**config.mk**
```make
export PLATFORM = sky130hd
export DESIGN_NAME = sfm_tcdm_lane_sync
export DESIGN_NICKNAME = d
export VERILOG_FILES = /design/src/rtl/sfm_tcdm_lane_sync.sv
export SDC_FILE = /design/constraint.sdc
export NUM_CORES = 1
export LEC_CHECK = 0
export CAP_MARGIN = 25
export CORE_AREA = 4 4 280 282
export DETAILED_ROUTE_END_ITERATION = 6
export DIE_AREA = 0 0 284 286
export DONT_BUFFER_PORTS = 1
export PLACE_DENSITY_LB_ADDON = 0.05
export SLEW_MARGIN = 20
export SYNTH_ARGS = -nofsm -noshare
export SYNTH_HDL_FRONTEND = slang
export SYNTH_SLANG_ARGS = --single-unit
```
**constraint.sdc**
```tcl
create_clock -name clk_i -period 3 [get_ports clk_i]
set_input_delay 0.45 -clock clk_i [delete_from_list [all_inputs] [get_ports clk_i]]
set_output_delay 0.45 -clock clk_i [all_outputs]
set_load 0.01 [all_outputs]
```
**src/rtl/sfm_tcdm_lane_sync.sv**
```systemverilog
// Lane synchroniser between a wide HCI master port and MP independent 32-bit TCDM ports.
// Tracks per-lane grants, bounds outstanding wide reads and re-aligns per-lane read data.
module sfm_tcdm_lane_sync #(
  parameter int unsigned MP        = 4,
  parameter int unsigned MAX_OUTST = 2,
  parameter int unsigned CNT_W     = $clog2(MAX_OUTST + 1)
) (
  input  logic              clk_i,
  input  logic              rst_i,
  input  logic              wide_req_i,
  output logic              wide_gnt_o,
  input  logic [31:0]       wide_add_i,
  input  logic              wide_wen_i,
  input  logic [MP*4-1:0]   wide_be_i,
  input  logic [MP*32-1:0]  wide_data_i,
  output logic [MP*32-1:0]  wide_r_data_o,
  output logic              wide_r_valid_o,
  input  logic              wide_r_ready_i,
  output logic [MP-1:0]     tcdm_req_o,
  input  logic [MP-1:0]     tcdm_gnt_i,
  output logic [MP*32-1:0]  tcdm_add_o,
  output logic [MP-1:0]     tcdm_wen_o,
  output logic [MP*4-1:0]   tcdm_be_o,
  output logic [MP*32-1:0]  tcdm_data_o,
  input  logic [MP*32-1:0]  tcdm_r_data_i,
  input  logic [MP-1:0]     tcdm_r_valid_i,
  output logic [MP-1:0]     tcdm_r_ready_o
);

  localparam int unsigned PTR_W = (MAX_OUTST > 1) ? $clog2(MAX_OUTST) : 1;
  localparam int unsigned OCC_W = $clog2(MAX_OUTST + 1);

  logic [MP-1:0]    gnt_q;
  logic [MP-1:0]    gnt_eff;
  logic [MP-1:0]    lane_hs;
  logic [MP-1:0]    lane_done;
  logic [CNT_W-1:0] outst_q;
  logic             credit_ok;
  logic             wide_gnt;
  logic             pop;
  logic [MP-1:0]    empty;
  logic [MP-1:0]    full;
  logic [MP-1:0]    push;

  logic [31:0]      mem_q  [MP][MAX_OUTST];
  logic [PTR_W-1:0] wptr_q [MP];
  logic [PTR_W-1:0] rptr_q [MP];
  logic [OCC_W-1:0] occ_q  [MP];

  function automatic logic [PTR_W-1:0] ptr_inc(input logic [PTR_W-1:0] p);
    return (p == PTR_W'(MAX_OUTST - 1)) ? '0 : p + PTR_W'(1);
  endfunction

  // Per-lane fan-out of the wide request fields
  always_comb begin
    tcdm_add_o  = '0;
    tcdm_wen_o  = {MP{wide_wen_i}};
    tcdm_be_o   = wide_be_i;
    tcdm_data_o = wide_data_i;
    for (int unsigned i = 0; i < MP; i++) begin
      tcdm_add_o[32*i +: 32] = wide_add_i + 32'(4 * i);
    end
  end

  // Request gating, grant combining and response alignment
  always_comb begin
    credit_ok  = !wide_wen_i || (outst_q < CNT_W'(MAX_OUTST));
    gnt_eff    = rst_i ? '0 : gnt_q;
    tcdm_req_o = {MP{wide_req_i & credit_ok}} & ~gnt_eff;
    lane_hs    = tcdm_req_o & tcdm_gnt_i;
    lane_done  = gnt_eff | lane_hs;
    wide_gnt   = wide_req_i & credit_ok & (&lane_done) & ~rst_i;
    empty      = '0;
    full       = '0;
    for (int unsigned i = 0; i < MP; i++) begin
      empty[i] = (occ_q[i] == '0);
      full[i]  = (occ_q[i] == OCC_W'(MAX_OUTST));
    end
    wide_r_valid_o = ~rst_i & (&(~empty));
    pop            = wide_r_valid_o & wide_r_ready_i;
    push           = tcdm_r_valid_i & ~full;
    tcdm_r_ready_o = rst_i ? '1 : ~full;
    wide_r_data_o  = '0;
    for (int unsigned i = 0; i < MP; i++) begin
      wide_r_data_o[32*i +: 32] = wide_r_valid_o ? mem_q[i][rptr_q[i]] : 32'h0;
    end
  end

  assign wide_gnt_o = wide_gnt;

  // Granted-lane mask and outstanding wide-read counter
  always_ff @(posedge clk_i) begin
    if (rst_i) begin
      gnt_q   <= '0;
      outst_q <= '0;
    end else begin
      gnt_q   <= wide_gnt ? '0 : (gnt_q | lane_hs);
      outst_q <= outst_q + CNT_W'(wide_gnt & wide_wen_i) - CNT_W'(pop);
    end
  end

  // Lane FIFO pointers and occupancy
  always_ff @(posedge clk_i) begin
    for (int unsigned i = 0; i < MP; i++) begin
      if (rst_i) begin
        wptr_q[i] <= '0;
        rptr_q[i] <= '0;
        occ_q[i]  <= '0;
      end else begin
        if (push[i]) wptr_q[i] <= ptr_inc(wptr_q[i]);
        if (pop)     rptr_q[i] <= ptr_inc(rptr_q[i]);
        case ({push[i], pop})
          2'b10:   occ_q[i] <= occ_q[i] + OCC_W'(1);
          2'b01:   occ_q[i] <= occ_q[i] - OCC_W'(1);
          default: occ_q[i] <= occ_q[i];
        endcase
      end
    end
  end

  // Lane FIFO storage (contents are don't-care while the pointers say empty)
  always_ff @(posedge clk_i) begin
    for (int unsigned i = 0; i < MP; i++) begin
      if (push[i]) mem_q[i][wptr_q[i]] <= tcdm_r_data_i[32*i +: 32];
    end
  end

  // Protocol and credit invariants
  always_ff @(posedge clk_i) begin
    if (!rst_i) begin
      assert (outst_q <= CNT_W'(MAX_OUTST));
      assert (!(pop && (outst_q == '0)));
      assert ((tcdm_r_valid_i & full) == '0);
      assert (!((|gnt_q) && !wide_req_i));
    end
  end

endmodule

```
==> results_dict.tcl <==
set metrics [dict create \
    status "finished clean" \
    period_share_pct 95.25 \
    final_hold_viol_count 0 \
    critPathMaxFanout 69 \
    seq_area_frac_synth_pct 59.29 \
    clk_latency_ns 0.54 \
    ant_nets 0 \
    fin_util_pct 21.63 \
    p_leak_nw 5.553 \
    placed_cell_area_mm2 0.01386 \
    yosysMostFrequentCell "edfxtp_1" \
    netSwitchingFraction_pct 24.16 \
    port_buffers 0 \
    rsz0062_at_grt "false" \
    final_nets 1414 \
    crit_chain "inv_1 > ha_1 > nor4_2 > o21ai_4 > buf_12 > nor2_1" \
    synthArstFlopShare_pct 0 \
    ys.flop_type "edfxtp_1" \
    synthCells 1125 \
    grt_usage_pct 11.46 \
    drive_gt1_share_pct 9.420 \
    yosys-top-cells-area "edfxtp_1, buf_4, mux2i_1, nor2_1, xnor2_1" \
    syn_to_final_growth_pct 17.13 \
    crit_path_end "wide_r_data_o[57]" \
    grt_max_degree 70 \
    ys_warn_count 0 \
    tightest_slew_ns 0.7386 \
    timing.rr.start "occ_q[1][0]" \
    hold_path_class "in -> reg" \
    startpoint_type "flop" \
    critPathLaunch "occ_q[1][0]" \
    synth_fp_nets 1462 \
    post_cts_buffers 0 \
    final_cell_area_mm2 0.01637 \
    ys_seq_elements 278 \
    gp_congestion 0.7496 \
    reg2reg_depth 9 \
    tns_ns 0 \
    wl_per_cell_um 23.47 \
    worstSetupPathType "reg -> out" \
    wl_um 48900 \
    whs_ns 0.05799 \
    synth.cell_area_mm2 0.01398 \
    cts_tree "yes" \
    setup_violations 0 \
    drtIter0Drc 228 \
    finClkSkew_ns 0.01380 \
    coreArea_mm2 0.07570 \
    avgSynthCellArea_um2 12.43 \
    htree_levels 2 \
    clock-sinks 278 \
    p_comb_share_pct 9.8 \
    grt_pass1_wl_um 67960 \
    die_w_um 284 \
    worst_path_dominant_cell_family "simple AND/OR/NAND/NOR gates" \
    synth.top_cell.area_share_pct 58.43 \
    p_switching_mw 2.408 \
    num_io_pins 731 \
    period_minus_slack_ns 2.858 \
    dpl.hpwl_um 35340 \
    fmax_mhz 349.9 \
    root_buffer "clkbuf_16" \
    timing.final.max_slew_violations 0 \
    initial_core_util_pct 18.47 \
    powerDensity_mw_per_mm2 608.7 \
    reg2reg_to "occ_q[2][1]" \
    crit_cells 6 \
    clk_pin_slew_worst_paths_ns 0.06 \
    max_cap_viol_count 0 \
    arrival_ns 2.41 \
    crit_slowest_cell "nor2_1" \
    power.internal_mw 7.559 \
    cts_buffer_depth 3 \
    seq_power_share_pct 46.5 \
    numCtsBuffers 38 \
    ir_drop_mv 0.3272 \
    synth_edf_count 272 \
    rows 101 \
    fillers 8121 \
    detail_route.first_pass.iterations 4 \
    vias 8202 \
    grt_antenna_before_repair 2 \
    dieArea_mm2 0.08122 \
    cpPeakStageDelay_ns 0.41 \
    grt_overflow 0 \
    endpoint_kind "primary output" \
    ff2ff_setup_slack_ns 0.54 \
    grt_pass1_vias 8614 \
    chipHeight_um 286 \
    yosysTopAreaCell "edfxtp_1" \
    synth_cell_types 39 \
    cp.buffers_inverters 2 \
    avgViaCountPerCell 3.938 \
    netlist_top_cells_count "edfxtp_1, buf_4, nor2_1" \
    slew_headroom_pct 50.76 \
    power.share.clock_pct 43.7 \
    worstPathRequired_ns 2.55 \
    drc 0 \
]
## final cells by class
cell class,instances,area [um2],share of cell area [%]
Multi-Input combinational cell,578,3985,24.34
Tap cell,978,1224,7.473
Timing Repair Buffer,159,1594,9.735
Antenna cell,1,2.502,0.01528
Clock buffer,52,1055,6.441
Clock inverter,15,143.9,0.8787
Sequential cell,278,8288,50.61
Inverter,22,82.58,0.5043
## flip-flops by register name, summed over array words and instances, names as in the netlist
register	count
outst_q	2
mem_q	256
wptr_q	4
rptr_q	4
occ_q	8
gnt_q	4
## worst reg2reg max path: stages (launching register included)
cell and delay [ns]:
edfxtp_1 0.35, inv_1 0.06, ha_1 0.20, nor4_2 0.38
o21ai_4 0.15, inv_1 0.10, nand2_1 0.09, buf_4 0.18
ha_1 0.33, o21ai_0 0.29
## how the worst min path moves through the flow
stage | from | cells after the start | endpoint | slack, ns
2_1_floorplan | gnt_q[0] | 2 | gnt_q[0] | 0.46
3_3_place_gp | gnt_q[2] | 2 | gnt_q[2] | 0.48
3_5_place_dp | gnt_q[1] | 2 | gnt_q[1] | 0.49
4_1_cts | tcdm_gnt_i[0] | 2 | gnt_q[0] | 0.004
5_1_grt | tcdm_gnt_i[0] | 2 | gnt_q[0] | 0.02
6_report | tcdm_gnt_i[0] | 2 | gnt_q[0] | 0.06
## cell families after synthesis
logic type      after synthesis  synth area share [%]
mux                         129                 9.246
fa+ha+maj                    20                 1.790
compound gates               21                0.8145
xor+xnor                     86                 5.388
flops                       278                 59.29
buf+inv                     269                 12.64
simple gates                322                 10.84
## power by group through the flow
stage,combinational (mW),clock [mW],sequential [mW]
finish,0.978,4.35,4.64
floorplan,0.848,0,4.70
CTS,1.03,4.59,4.64
global placement,0.857,0,4.72
global route,1.08,4.75,4.66
detailed placement,0.841,0,4.72
## per-stage QoR
stage / std cells / worst slack [ns] / total power, mW
4_1_cts: 2082 / 0.05154 / 10.26
5_1_grt: 2082 / 0.01138 / 10.49
3_3_place_gp: 1885 / 0.4263 / 5.578
3_5_place_dp: 1885 / 0.3798 / 5.562
2_1_floorplan: 1125 / 0.4406 / 5.545
6_report: 2083 / 0.1424 / 9.966
## per-layer routing
metal  share of wire (%)  wire length [um]  global-route usage, %
met5               0.053                26                      0
met3                  10              4921                  5.331
met2                  49             23790                  19.42
met1                  38             18470                  12.57
met4                 3.4              1685                  4.352
## placed cells by master, fill, tap and decap left out, types with 23 or more instances in the layout
| cell | Yosys | final |
|---|---|---|
| edfxtp_1 | 272 | 272 |
| nand2_1 | 39 | 39 |
| xnor2_1 | 50 | 50 |
| nor2_1 | 175 | 167 |
| dlygate4sd3_1 | 0 | 130 |
| mux2i_1 | 128 | 128 |
| xor2_1 | 36 | 36 |
| buf_4 | 194 | 23 |
| clkbuf_16 | 0 | 39 |
## timing repair
action	in CTS	in global routing
resized for setup	4	1
hold endpoints to repair	259	0
pin swaps	0	0
setup endpoints to repair	44	1
hold buffers	130	0
(Power assumes the default switching activity.)
